$ cat config.mk
export PLATFORM = sky130hd
export DESIGN_NAME = spi_master_arbiter
export DESIGN_NICKNAME = d
export VERILOG_FILES = /design/src/rtl/spi_arb_pkg.sv /design/src/rtl/spi_byte_engine.sv /design/src/rtl/spi_master_arbiter.sv
export SDC_FILE = /design/constraint.sdc
export NUM_CORES = 1
export LEC_CHECK = 0
export CAP_MARGIN = 0
export CORE_MARGIN = 4
export CORE_UTILIZATION = 49
export DETAILED_ROUTE_END_ITERATION = 16
export PLACE_DENSITY = 0.82
export REMOVE_ABC_BUFFERS = 1
export SLEW_MARGIN = 20
export SYNTH_ARGS = -nofsm -noshare
export SYNTH_HDL_FRONTEND = slang
export SYNTH_SLANG_ARGS = --single-unit
$ cat constraint.sdc
create_clock -name io_mainClk -period 1.9 [get_ports io_mainClk]
set_input_delay 0.38 -clock io_mainClk [delete_from_list [all_inputs] [get_ports io_mainClk]]
set_output_delay 0.38 -clock io_mainClk [all_outputs]
set_load 0.005 [all_outputs]
$ cat src/rtl/spi_arb_pkg.sv
// Shared types and constants for the two-requester SPI master arbiter.
package spi_arb_pkg;

    localparam int SPI_BYTE_W = 8;
    localparam int NUM_REQ    = 2;

    typedef enum logic [2:0] {
        IDLE,
        SETUP,
        SHIFT,
        DONE,
        WAIT,
        HOLD
    } spi_arb_state_t;

    function automatic logic [NUM_REQ-1:0] req_onehot(input logic idx);
        logic [NUM_REQ-1:0] oh;
        oh      = '0;
        oh[idx] = 1'b1;
        return oh;
    endfunction

endpackage

$ cat src/rtl/spi_byte_engine.sv
// Mode-0 SPI byte shifter: SCK divider, one shared tx/rx shift register and
// a half-period counter, started by a one-cycle start pulse.
module spi_byte_engine
    import spi_arb_pkg::*;
#(
    parameter int CLK_DIV = 4
) (
    input  logic                  clk,
    input  logic                  rst,
    input  logic                  start,
    input  logic                  skip_setup,
    input  logic [SPI_BYTE_W-1:0] tx_byte,
    input  logic                  miso,
    output logic                  sclk,
    output logic                  mosi,
    output logic                  setup_done,
    output logic                  done,
    output logic [SPI_BYTE_W-1:0] rx_byte
);

    localparam int             DIV_W   = $clog2(CLK_DIV);
    localparam logic [DIV_W-1:0] DIV_MAX = DIV_W'(CLK_DIV - 1);

    logic [DIV_W-1:0]      div_cnt;
    logic [3:0]            half_cnt;
    logic [SPI_BYTE_W-1:0] shreg;
    logic                  active;
    logic                  in_setup;
    logic                  tick;

    assign tick       = active && (div_cnt == '0);
    assign setup_done = tick && in_setup;
    assign done       = tick && !in_setup && (half_cnt == 4'd15);
    assign rx_byte    = shreg;

    // half_cnt holds the number of SCK toggles already made in this byte;
    // the 16th toggle is the final falling edge.
    always_ff @(posedge clk) begin
        if (rst) begin
            div_cnt  <= '0;
            half_cnt <= '0;
            shreg    <= '0;
            active   <= 1'b0;
            in_setup <= 1'b0;
            sclk     <= 1'b0;
            mosi     <= 1'b0;
        end else if (start) begin
            shreg    <= tx_byte;
            mosi     <= tx_byte[SPI_BYTE_W-1];
            div_cnt  <= DIV_MAX;
            half_cnt <= '0;
            active   <= 1'b1;
            in_setup <= !skip_setup;
            sclk     <= 1'b0;
        end else if (active) begin
            if (div_cnt != '0) begin
                div_cnt <= div_cnt - 1'b1;
            end else begin
                div_cnt <= DIV_MAX;
                if (in_setup) begin
                    in_setup <= 1'b0;
                    sclk     <= 1'b1;
                    shreg    <= {shreg[SPI_BYTE_W-2:0], miso};
                    half_cnt <= 4'd1;
                end else if (half_cnt == 4'd15) begin
                    // last falling edge: MOSI is left on the final bit
                    sclk   <= 1'b0;
                    active <= 1'b0;
                end else begin
                    half_cnt <= half_cnt + 1'b1;
                    sclk     <= ~sclk;
                    if (!sclk) begin
                        shreg <= {shreg[SPI_BYTE_W-2:0], miso};
                    end else begin
                        mosi <= shreg[SPI_BYTE_W-1];
                    end
                end
            end
        end
    end

endmodule

$ cat src/rtl/spi_master_arbiter.sv
// Round-robin sharing of one SPI master between two byte-stream requesters;
// SS is held low for a whole multi-byte transaction of the granted requester.
//
// state | meaning
// IDLE  | SS high, waiting for any request; grant by round-robin
// SETUP | SS low, MOSI=bit7, SCK low for one half-period
// SHIFT | engine clocks out/in the 8 bits
// DONE  | one-cycle response pulse to the owner
// WAIT  | SS low, SCK low, waiting for the owner's next byte
// HOLD  | SS low for one half-period after the last byte
module spi_master_arbiter
    import spi_arb_pkg::*;
#(
    parameter int CLK_DIV = 4
) (
    input  logic                             io_mainClk,
    input  logic                             io_reset,
    input  logic [NUM_REQ-1:0]               io_req_valid,
    output logic [NUM_REQ-1:0]               io_req_ready,
    input  logic [NUM_REQ*SPI_BYTE_W-1:0]    io_req_data,
    input  logic [NUM_REQ-1:0]               io_req_last,
    output logic [NUM_REQ-1:0]               io_rsp_valid,
    output logic [SPI_BYTE_W-1:0]            io_rsp_data,
    output logic                             io_busy,
    output logic                             io_owner,
    output logic                             io_spi_sclk,
    output logic                             io_spi_mosi,
    input  logic                             io_spi_miso,
    output logic                             io_spi_ss
);

    localparam int               DIV_W   = $clog2(CLK_DIV);
    localparam logic [DIV_W-1:0] DIV_MAX = DIV_W'(CLK_DIV - 1);

    spi_arb_state_t        state;
    logic                  last_q;
    logic [DIV_W-1:0]      hold_cnt;
    logic                  grant_idx;
    logic                  accept_idx;
    logic                  accept;
    logic [SPI_BYTE_W-1:0] tx_byte;
    logic                  eng_setup_done;
    logic                  eng_done;
    logic [SPI_BYTE_W-1:0] eng_rx;

    // With both requesting, the one that did not have the last grant wins.
    always_comb begin
        grant_idx = ~io_owner;
        if (io_req_valid == 2'b01) begin
            grant_idx = 1'b0;
        end else if (io_req_valid == 2'b10) begin
            grant_idx = 1'b1;
        end
    end

    always_comb begin
        io_req_ready = '0;
        case (state)
            IDLE:    if (|io_req_valid) io_req_ready = req_onehot(grant_idx);
            WAIT:    io_req_ready = req_onehot(io_owner);
            default: io_req_ready = '0;
        endcase
    end

    assign accept     = |(io_req_valid & io_req_ready);
    assign accept_idx = (state == WAIT) ? io_owner : grant_idx;
    assign tx_byte    = accept_idx ? io_req_data[2*SPI_BYTE_W-1:SPI_BYTE_W]
                                   : io_req_data[SPI_BYTE_W-1:0];
    assign io_busy    = (state != IDLE);

    spi_byte_engine #(
        .CLK_DIV(CLK_DIV)
    ) u_engine (
        .clk        (io_mainClk),
        .rst        (io_reset),
        .start      (accept),
        .skip_setup (state == WAIT),
        .tx_byte    (tx_byte),
        .miso       (io_spi_miso),
        .sclk       (io_spi_sclk),
        .mosi       (io_spi_mosi),
        .setup_done (eng_setup_done),
        .done       (eng_done),
        .rx_byte    (eng_rx)
    );

    always_ff @(posedge io_mainClk) begin
        if (io_reset) begin
            state        <= IDLE;
            last_q       <= 1'b0;
            hold_cnt     <= '0;
            io_owner     <= 1'b0;
            io_spi_ss    <= 1'b1;
            io_rsp_valid <= '0;
            io_rsp_data  <= '0;
        end else begin
            io_rsp_valid <= '0;
            case (state)
                IDLE: begin
                    if (accept) begin
                        io_owner  <= grant_idx;
                        last_q    <= io_req_last[grant_idx];
                        io_spi_ss <= 1'b0;
                        state     <= SETUP;
                    end
                end
                SETUP: begin
                    if (eng_setup_done) state <= SHIFT;
                end
                SHIFT: begin
                    if (eng_done) begin
                        io_rsp_valid <= req_onehot(io_owner);
                        io_rsp_data  <= eng_rx;
                        state        <= DONE;
                    end
                end
                DONE: begin
                    hold_cnt <= DIV_MAX;
                    state    <= last_q ? HOLD : WAIT;
                end
                WAIT: begin
                    if (accept) begin
                        last_q <= io_req_last[io_owner];
                        state  <= SHIFT;
                    end
                end
                HOLD: begin
                    if (hold_cnt == '0) begin
                        io_spi_ss <= 1'b1;
                        state     <= IDLE;
                    end else begin
                        hold_cnt <= hold_cnt - 1'b1;
                    end
                end
                default: state <= IDLE;
            endcase
        end
    end

endmodule

Yosys cells after proc, flatten, opt, wreduce, memory -nomap -nowiden --
Index checks and enable logic that the tools add are counted.
Word-level totals: bits in registers 36, bits of input ports 23, output and inout bits 17
Operators by class: $add $sub $neg 3, $lt $le $gt $ge 4, equal/unequal tests 20, mux-type cells 56, bitwise operators 6, reductions and logical operators 33
Operators by type and width (number):
- $mux 8 | 7
- $mux 1 | 30
- $ne 2x2->1 const B | 9
- $pmux 3 s6 | 1
- $mux 3 | 5
- $reduce_bool 2->1 | 6
- $mux 2 | 5
- $reduce_and 2->1 | 5
- $reduce_and 5->1 | 2
- $reduce_and 3->1 | 3
- $mux 4 | 2
- $pmux 2 s2 | 2
- $eq 3x2->1 const B | 2
- $eq 3x3->1 const B | 2
- $logic_and 1x1->1 | 6
- $reduce_or 3->1 | 2
- $not 1->1 | 5
- $add 4x1->4 const B | 1
- $eq 4x4->1 const B | 1
- $logic_not 2->1 | 2
- $lt 1x2->1 const B | 2
- $pmux 1 s2 | 2
- $reduce_and 4->1 | 1
- $reduce_or 2->1 | 2
- other kinds (13) | 17

Logic depth before layout (Yosys ltp) --
Gate-level depths: netlist of the first run.
word-level depth 13, gate-level depth with buffers 7, gate-level depth less buffers 6

Cells and area by module --
A second synthesis of the first run with hierarchy kept.
Unflattened totals: cells, all modules 237, area total of the unflattened synthesis 1959.4 um^2
By module, submodules not included:
- spi_master_arbiter | instances 1, cells an instance 124, area an instance 1031.0 um^2, seq. area each 360.3 um^2
- spi_byte_engine | instances 1, cells an instance 113, area an instance 928.4 um^2, seq. area each 360.3 um^2

Worst setup path before layout of the first run --
OpenSTA, ideal clock, no wires.
path kind input -> register, start point input port io_req_valid[0], end point register io_spi_ss, setup time 0.122 ns, data arrival time 1.415 ns, data required time 1.778 ns, setup slack 0.363 ns, cell stages on the path 5, buffers on the path 1, cell sequence buf_6 -> a21boi_4 -> o221ai_2 -> or3_1 -> a221o_1
On the way: longest elaborated chain between the ends 13, elaborated cells on any way between the ends 16, those cells by class order compare (2); eq/ne (3); mux (6); bitwise (1); reduce/logical (4)
RTL lines:
- from (decl) | line spi_master_arbiter.sv:18 | input logic [NUM_REQ-1:0] io_req_valid,
- $eq 2x2->1 | line spi_master_arbiter.sv:51 | end else if (io_req_valid == 2'b10) begin
- $mux 1 | line spi_master_arbiter.sv:51
- $mux 1 | line spi_master_arbiter.sv:49 | if (io_req_valid == 2'b01) begin
- $lt 1x2->1 (implied by the code) or $ge 1x1->1 (tied branches) | line spi_arb_pkg.sv:19 | oh[idx] = 1'b1;
- $logic_and 1x1->1 (implied by the code) | line spi_arb_pkg.sv:19
- $mux 1 (implied by the code) | line spi_arb_pkg.sv:19
- $demux 1 s1 | line spi_arb_pkg.sv:19
- $mux 2 | line spi_master_arbiter.sv:59 | IDLE: if (|io_req_valid) io_req_ready = req_onehot(grant_idx);
- $pmux 2 s2 | line spi_master_arbiter.sv:58 | case (state)
- $and 2x2->2 (*) | line spi_master_arbiter.sv:65 | assign accept = |(io_req_valid & io_req_ready);
- $reduce_or 2->1 (*) | line spi_master_arbiter.sv:65
- $ne 2x2->1 (no source line) (*)
- $reduce_and 3->1 (no source line) (*)
- to (signal assigned) | line spi_master_arbiter.sv:93 | io_spi_ss <= 1'b1;
- to (signal assigned) | line spi_master_arbiter.sv:103 | io_spi_ss <= 1'b0;
- to (signal assigned) | line spi_master_arbiter.sv:129 | io_spi_ss <= 1'b1;
- to (decl) | line spi_master_arbiter.sv:29 | output logic io_spi_ss
Mark *: on every way between the ends. The rest lies on a longest branch, timed or not. A chain may end at the register's enable or synchronous reset.

Worst setup path in the final report of the first run --
start point input port io_req_valid[1], end point output port io_req_ready[0]
On the way: longest elaborated chain between the ends 9, elaborated cells on any way between the ends 12, those cells by class order compare (2); eq/ne (2); mux (6); reduce/logical (2)
RTL lines:
- $eq 2x2->1 | line spi_master_arbiter.sv:51
- $mux 1 | line spi_master_arbiter.sv:51
- $mux 1 | line spi_master_arbiter.sv:49
- $lt 1x2->1 (implied by the code) or $ge 1x1->1 (tied branches) | line spi_arb_pkg.sv:19
- $logic_and 1x1->1 (implied by the code) | line spi_arb_pkg.sv:19
- $mux 1 (implied by the code) | line spi_arb_pkg.sv:19
- $demux 1 s1 | line spi_arb_pkg.sv:19
- $mux 2 (*) | line spi_master_arbiter.sv:59
- $pmux 2 s2 (*) | line spi_master_arbiter.sv:58
- to (decl) | line spi_master_arbiter.sv:19 | output logic [NUM_REQ-1:0] io_req_ready,
Marked as above.

==> results of run 1 <==
-- area by class of cell --
| class | instances | share of cell area [%] |
|---|---|---|
| repair buffers | 63 | 22.4 |
| flip-flops and latches | 36 | 28.3 |
| clock buffers | 7 | 3.74 |
| clock inverters | 1 | 1.17 |
| multi-input cells | 152 | 40.7 |
| inverters | 9 | 1.31 |
| well taps | 48 | 2.33 |
-- per-stage QoR --
stage / setup TNS, ns / cells
after floorplan: -2.62 / 197
after global placement: -1.13 / 308
after detailed placement: -1.41 / 308
after CTS: 0 / 316
after global routing: 0 / 316
final: 0 / 316
-- flip-flops by register name (all words and copies together) (netlist names) --
name	flops
hold_cnt	2
u_engine.rx_byte	8
u_engine.div_cnt	2
u_engine.sclk	1
io_rsp_valid	2
u_engine.half_cnt	4
u_engine.in_setup	1
last_q	1
io_owner	1
state	3
u_engine.mosi	1
io_rsp_data	8
io_spi_ss	1
u_engine.active	1
-- power by group through the flow --
stage                     combinational, W  clock, W  sequential [W]
after global routing              0.000361  0.000786        0.000844
final                             0.000329  0.000740        0.000838
after global placement            0.000315         0        0.000851
after CTS                         0.000329  0.000758        0.000837
after floorplan                   0.000159         0        0.000846
after detailed placement          0.000326         0        0.000853
-- worst max-delay path, cell delays in order --
cell	delay, ns
clkdlybuf4s50_1	0.51
inv_2	0.04
o21ai_0	0.14
a21oi_1	0.08
dlygate4sd2_1	0.26
-- layout by cell type (no fill, tap or decap), drive strengths merged, types with 4 or more instances in the layout --
cell type,instances
nor2b,5
o21ai,16
a31oi,10
dlygate4sd2,4
nand2,9
nor2,17
nand3,5
clkdlybuf4s50,35
mux2i,16
clkbuf,7
a21oi,16
nor3,4
inv,9
dfxtp,36
a221oi,10
buf,24
-- per-layer routing --
metal / up-vias / GRT usage, % / routed length, um
li1: 901 / - / -
met2: 62 / 34.6 / 2260
met3: 11 / 6.52 / 287
met1: 838 / 24.9 / 2210
met4: 0 / 7.45 / 89
met5: - / 0 / 0
-- final timing paths --
| path | start | end | slack (ns) | cells past startpoint |
|---|---|---|---|---|
| worst min register to register | hold_cnt[1] | hold_cnt[1] | 0.47 | 2 |
| worst min-delay path | hold_cnt[1] | hold_cnt[1] | 0.47 | 2 |
| worst max-delay path | io_req_valid[1] | io_req_ready[0] | 0.1 | 5 |
| worst max register to register | state[2] | io_rsp_data[4] | 0.15 | 6 |
-- cell families (layout without fill, tap and decap cells) --
group / Yosys count / after routing / synth area share [%]
AO/OA/AOI/OAI: 69 / 69 / 25.7
flip-flops: 36 / 36 / 38.6
adder cells (fa/ha/maj): 3 / 3 / 2.01
XOR/XNOR: 1 / 1 / 0.469
multiplexers: 16 / 16 / 8.57
AND/OR/NAND/NOR: 63 / 63 / 18.6
buffers and inverters: 24 / 80 / 6.09
==> flow_metrics.py, run 1 <==
metrics = {
    "run_status": {
        "status": "completed",
    },
    "sta": {
        "hold_viol_final": 0,
        "slew_viol_final": 0,
        "min_period_over_period_pct": 94.8,
        "layout_setup_ws_ns": 0.0979,
        "worst_pin_slew_ns": 0.361,
        "fmax_mhz": 555,
        "relSlewSlack_pct": 75.3,
        "finalClockSkew_ns": 0.00567,
        "whs_ns": 0.466,
        "setup_viol": 0,
        "post-route-min-period_ns": 1.80,
        "rsz0062_at_grt": "false",
    },
    "die": {
        "coreArea_um2": 3660,
        "dieHeight_um": 69.8,
        "die_w_um": 69.8,
        "ioPinCount": 40,
        "initial_core_util_pct": 51.1,
        "die_area_um2": 4870,
        "rows": 22,
    },
    "clocking": {
        "cts_buffers": 5,
        "cts_root_buf": "clkbuf_8",
        "postCtsSetupBuffers": 0,
        "clockBufferDepth": 2,
        "cts_htree_levels": 2,
        "path_clk_slew_ns": 0.07,
        "insertion_delay_ns": 0.29,
        "cts_tree": "yes",
        "cts_sinks": 36,
        "post_cts_resized": 11,
        "hold_buffers": 0,
    },
    "route": {
        "vias": 1812,
        "drt_iter0_drc": 109,
        "drtAntennaViolNets": 0,
        "drc": 0,
        "wl_per_cell_um": 15.3,
        "drtPass1Iterations": 4,
        "drt_wl_total_um": 4850,
        "via_per_inst": 5.73,
    },
    "place": {
        "gp_congestion": 0.838,
        "dpl_cell_area_um2": 2430,
        "place.detailed.hpwl_um": 3520,
        "portBuffers": 39,
        "post-place-ws_ns": -0.188,
    },
    "setup_path": {
        "cp_max_fo": 3,
        "end_kind": "primary output",
        "critPathLaunchType": "primary input",
        "crit_arrival_ns": 1.42,
        "worst_ep_required_time_ns": 1.52,
        "path_class": "primary input to primary output",
    },
    "power": {
        "p_clk_share_pct": 38.8,
        "switchingPower_w": 0.000474,
        "total_power_w": 0.00191,
        "p_seq_share_pct": 43.9,
        "p_leak_nw": 1.00,
        "p_int_w": 0.00143,
        "ir_drop_mv": 0.477,
        "power.density_nw_per_um2": 740,
        "swShare_pct": 24.8,
        "combPwrFrac_pct": 17.2,
    },
    "global_routing": {
        "grt_antenna_before_repair": 0,
        "grt_use_total_pct": 20.8,
        "overflow": 0,
        "grt_pass1_wl_um": 8420,
        "grt_pass1_vias": 1835,
        "grt_max_degree": 17,
    },
    "final_layout": {
        "antenna_cells": 0,
        "fin_area_um2": 2580,
        "area_growth_pct": 37.8,
        "seqCellArea_um2": 728,
        "multi_input_area_um2": 1050,
        "fin_nets": 293,
        "drive_above_1_share_pct": 17.9,
        "fillers": 286,
        "postLayoutCoreUtil_pct": 70.4,
    },
    "yosys": {
        "yosysSeqAreaShare_pct": 38.6,
        "yosysTopAreaCellShare_pct": 38.6,
        "syn_avg_cell_area_um2": 8.82,
        "yosysWarnings": 0,
        "yosysMostFrequentCell": "dfxtp_1",
        "synthCells": 212,
        "synth-async-reset-ratio_pct": 0,
        "synthTopCellsByCount": "dfxtp_1 (36), a21oi_1 (16), mux2i_1 (16), nor2_1 (16), o21ai_0 (14)",
        "synth_area_um2": 1870,
        "ys_ff_latch": 36,
        "yosysTopAreaCell": "dfxtp_1",
        "yosys_most_used_dff": "dfxtp_1",
        "synth_edf_count": 0,
        "synthTopCellsByArea": "dfxtp_1 (39%), mux2i_1 (8.6%), a21oi_1 (4.3%)",
        "yosys.cell_types.count": 48,
    },
    "run": {
        "drv_cap": 0,
    },
    "min_path": {
        "hold_class": "register to register",
    },
}
Note: power is estimated with default switching activity, not from simulation.
==> run 2: changes to the inputs <==
Settings changed: RECOVER_POWER from default to 100, REMOVE_ABC_BUFFERS 1 to default.
==> flow_metrics.py, run 2 (synthesis gave the netlist of run 1 again) <==
metrics = {
    "run_status": {
        "status": "completed",
    },
    "setup_path": {
        "crit_start": "io_req_valid[1]",
        "end_kind": "primary output",
        "critPathLaunchType": "primary input",
        "path_class": "primary input to primary output",
        "crit_arrival_ns": 1.42,
        "worst_ep_required_time_ns": 1.52,
        "cp_max_fo": 3,
        "r2r-start": "u_engine.half_cnt[0]",
    },
    "global_routing": {
        "grt_pass1_wl_um": 7760,
        "overflow": 0,
        "grt_use_total_pct": 19.2,
        "grt_max_degree": 14,
        "grt_antenna_before_repair": 0,
        "grt_pass1_vias": 1680,
    },
    "sta": {
        "finalClockSkew_ns": 0.0101,
        "post-route-min-period_ns": 1.80,
        "relSlewSlack_pct": 75.1,
        "hold_viol_final": 0,
        "setup_viol": 0,
        "fmax_mhz": 556,
        "whs_ns": 0.461,
        "min_period_over_period_pct": 94.7,
        "setup-tns-final_ns": 0,
        "worst_pin_slew_ns": 0.364,
        "rsz0062_at_grt": "true",
        "slew_viol_final": 0,
    },
    "min_path": {
        "hold_class": "register to register",
        "hp-start": "hold_cnt[1]",
    },
    "clocking": {
        "cts_htree_levels": 2,
        "path_clk_slew_ns": 0.07,
        "insertion_delay_ns": 0.29,
        "cts_tree": "yes",
        "clockBufferDepth": 2,
        "cts_buffers": 5,
        "cts_root_buf": "clkbuf_8",
        "hold_buffers": 0,
        "cts_sinks": 36,
    },
    "place": {
        "gp_congestion": 0.823,
        "dpl_cell_area_um2": 2420,
        "place.detailed.hpwl_um": 3240,
        "dp_cells": 307,
        "portBuffers": 39,
    },
    "power": {
        "total_power_w": 0.00172,
        "p_leak_nw": 1.03,
        "power.density_nw_per_um2": 674,
        "ir_drop_mv": 0.476,
    },
    "die": {
        "initial_core_util_pct": 51.1,
        "ioPinCount": 40,
        "coreArea_um2": 3660,
        "dieHeight_um": 69.8,
        "rows": 22,
        "die_area_um2": 4870,
        "die_w_um": 69.8,
    },
    "route": {
        "vias": 1817,
        "drt_wl_total_um": 4640,
        "via_per_inst": 5.71,
        "drt_iter0_drc": 176,
        "drtPass1Iterations": 5,
        "drtAntennaViolNets": 0,
        "wl_per_cell_um": 14.6,
        "drc": 0,
    },
    "final_layout": {
        "drive_above_1_share_pct": 17.0,
        "antenna_cells": 0,
        "area_growth_pct": 36.1,
        "layout_commonest_cell": "dfxtp_1",
        "final_cell_mix": "dfxtp_1 (33), buf_4 (25), clkdlybuf4s50_1 (22)",
        "fin_nets": 295,
        "fin_area_um2": 2540,
        "fin_cells": 318,
    },
    "yosys": {
        "syn_nets": 238,
    },
    "run": {
        "drv_cap": 0,
    },
}
## run 2: cell types whose count changed in the layout (fill, tap and decap cells not counted), moves of 2 or more
cell             change
buf_4                +2
dlygate4sd3_1       +13
clkinvlp_4           +2
clkdlybuf4s50_1     -13
dfxtp_2              -2
clkbuf_8             -2
## run 2: area by class of cell
cell class,count,area [um^2]
Fill cell,290,1120
Multi-Input combinational cell,152,1030
Sequential cell,36,729
Timing Repair Buffer,65,597
Clock buffer,5,68.8
Tap cell,48,60.1
Inverter,9,33.8
Clock inverter,3,23.8
## run 2: what timing repair did
item                                    CTS  global route
pin swaps                                 0             2
setup buffers                             1             2
resized for setup                        10             2
endpoints found under the setup margin    3             9
## run 2: power by group
group          switching (W)  internal (W)
combinational       0.000150      0.000176
clock               0.000296      0.000260
sequential         0.0000394      0.000794
## run 2: per-layer routing
layer | track usage [%] | routed length, um
met1 | 23.8 | 2100
met2 | 32.2 | 2200
met3 | 5.65 | 310
met4 | 5.11 | 29
met5 | 0 | 0
## run 2: stage by stage
step / util (%) / setup WS (ns)
final: 69.5 / 0.101
after global routing: 69.5 / -0.0298
after CTS: 69.3 / 0.00981
after detailed placement: 66.2 / -0.244
after global placement: 66.2 / -0.214
after floorplan: - / 0.363
## run 2: worst paths after layout
kind	cells after the start	slack [ns]	endpoint
max reg2reg	6	0.15	io_rsp_data[4]
min reg2reg	2	0.46	hold_cnt[1]
max	5	0.10	io_req_ready[0]
min	2	0.46	hold_cnt[1]
## run 2: worst max-delay path: stages
cell and delay (ns):
clkdlybuf4s50_1 0.52, inv_2 0.05, o21ai_0 0.14, a21oi_1 0.08, dlygate4sd2_1 0.26
==> run 3: changes to the inputs <==
==> constraint.sdc (replaced) <==
create_clock -name io_mainClk -period 1.9 [get_ports io_mainClk]
set_input_delay 0.19 -clock io_mainClk [delete_from_list [all_inputs] [get_ports io_mainClk]]
set_output_delay 0.19 -clock io_mainClk [all_outputs]
set_load 0.005 [all_outputs]
==> flow_metrics.py, run 3 (synthesis gave the netlist of run 1 again) <==
metrics = {
    "run_status": {
        "status": "completed",
    },
    "final_layout": {
        "drive_above_1_share_pct": 13.2,
        "area_growth_pct": 31.5,
        "multi_input_area_um2": 1040,
        "final_cell_mix": "dfxtp_1 (32), clkdlybuf4s50_1 (24), a21oi_1 (16), mux2i_1 (16), nor2_1 (15)",
        "fin_area_um2": 2460,
        "fillers": 288,
        "layout_commonest_cell": "dfxtp_1",
        "fin_cells": 306,
        "fin_nets": 284,
        "antenna_cells": 0,
        "seqCellArea_um2": 728,
    },
    "setup_path": {
        "crit_arrival_ns": 1.62,
        "end_kind": "primary output",
        "crit_start": "state[0]",
        "rr_worst_depth": 7,
        "worst_ep_required_time_ns": 1.71,
        "reg2reg_to": "state[0]",
        "r2r-start": "u_engine.div_cnt[0]",
        "cp_max_fo": 9,
        "crit_end": "io_req_ready[1]",
        "critPathLaunchType": "register",
        "r2r_slack_ns": 0.24,
        "path_class": "register to primary output",
    },
    "sta": {
        "rsz0062_at_grt": "false",
        "fmax_mhz": 552,
        "hold_viol_final": 0,
        "worst_pin_slew_ns": 0.404,
        "slew_viol_final": 0,
        "min_period_over_period_pct": 95.4,
        "post-route-min-period_ns": 1.81,
        "layout_setup_ws_ns": 0.0876,
        "finalClockSkew_ns": 0.00476,
        "setup-tns-final_ns": 0,
        "relSlewSlack_pct": 73.1,
        "setup_viol": 0,
    },
    "min_path": {
        "hold_class": "primary input to register",
        "whs_path_depth": 3,
        "hp-start": "io_req_valid[1]",
    },
    "die": {
        "die_w_um": 69.8,
        "rows": 22,
        "initial_core_util_pct": 51.1,
        "die_area_um2": 4870,
        "coreArea_um2": 3660,
        "ioPinCount": 40,
        "dieHeight_um": 69.8,
    },
    "route": {
        "wl_per_cell_um": 14.2,
        "drtPass1Iterations": 4,
        "via_per_inst": 5.77,
        "drtAntennaViolNets": 0,
        "drc": 0,
        "drt_wl_total_um": 4350,
        "vias": 1767,
        "drt_iter0_drc": 145,
    },
    "clocking": {
        "path_clk_slew_ns": 0.06,
        "cts_buffers": 5,
        "cts_tree": "yes",
        "clockBufferDepth": 2,
        "cts_sinks": 36,
        "insertion_delay_ns": 0.28,
        "postCtsSetupBuffers": 0,
        "post_cts_resized": 3,
        "cts_root_buf": "clkbuf_8",
        "cts_htree_levels": 2,
        "hold_buffers": 0,
    },
    "global_routing": {
        "grt_antenna_before_repair": 0,
        "grt_max_degree": 18,
        "grt_pass1_wl_um": 7460,
        "grt_use_total_pct": 18.3,
        "grt_pass1_vias": 1673,
        "overflow": 0,
    },
    "place": {
        "gp_congestion": 0.837,
        "post-place-ws_ns": 0.0258,
        "dp_cells": 299,
        "dpl_cell_area_um2": 2350,
        "portBuffers": 39,
        "place.detailed.hpwl_um": 3200,
    },
    "yosys": {
        "syn_nets": 238,
    },
    "power": {
        "total_power_w": 0.00171,
        "ir_drop_mv": 0.544,
        "p_leak_nw": 0.980,
        "power.density_nw_per_um2": 696,
    },
    "run": {
        "drv_cap": 0,
    },
}
[run 3: cell types whose count changed in the layout (fill, tap and decap cells not counted), moves of 2 or more]
cell and change:
dlygate4sd2_1 -3, clkdlybuf4s50_1 +2, buf_4 -11, dfxtp_2 +2, clkinvlp_4 -2, clkbuf_8 +2
[run 3: metal layers]
layer	global-route usage (%)	up-vias	part of all wire, %
li1	-	882	-
met1	23.6	820	47
met2	29.6	55	46
met3	4.49	10	5.2
met4	6.38	0	2.2
met5	0	-	0
[run 3: cell type report]
type | instances | share of cell area (%)
repair buffers | 54 | 20.5
clock buffers | 7 | 3.92
inverters | 9 | 1.37
flip-flops and latches | 36 | 29.6
well taps | 48 | 2.44
multi-input cells | 152 | 42.1
[run 3: worst min path at each step]
stage,end,slack (ns)
finish,io_owner,0.37
global route,io_owner,0.41
CTS,hold_cnt[1],0.46
global placement,hold_cnt[1],0.44
detailed placement,hold_cnt[1],0.45
floorplan,hold_cnt[1],0.34
[run 3: worst max-delay path: stages (launching register included)]
cell             delay, ns
dfxtp_2               0.37
or2_1                 0.32
a21oi_1               0.14
clkdlybuf4s50_1       0.51
[run 3: per-stage QoR]
step                util [%]  hold slack (ns)
floorplan                  -            0.341
global route            67.2            0.412
detailed placement      64.3            0.448
global placement        64.3            0.441
finish                  67.2            0.374
CTS                     67.0            0.458
[run 3: power breakdown]
group | switching, W | total (W) | leakage [nW] | internal (W)
Combinational | 0.000141 | 0.000301 | 0.633 | 0.000160
Clock | 0.000251 | 0.000573 | 0.0503 | 0.000323
Sequential | 0.0000426 | 0.000838 | 0.296 | 0.000796
Total | 0.000434 | 0.00171 | 0.980 | 0.00128
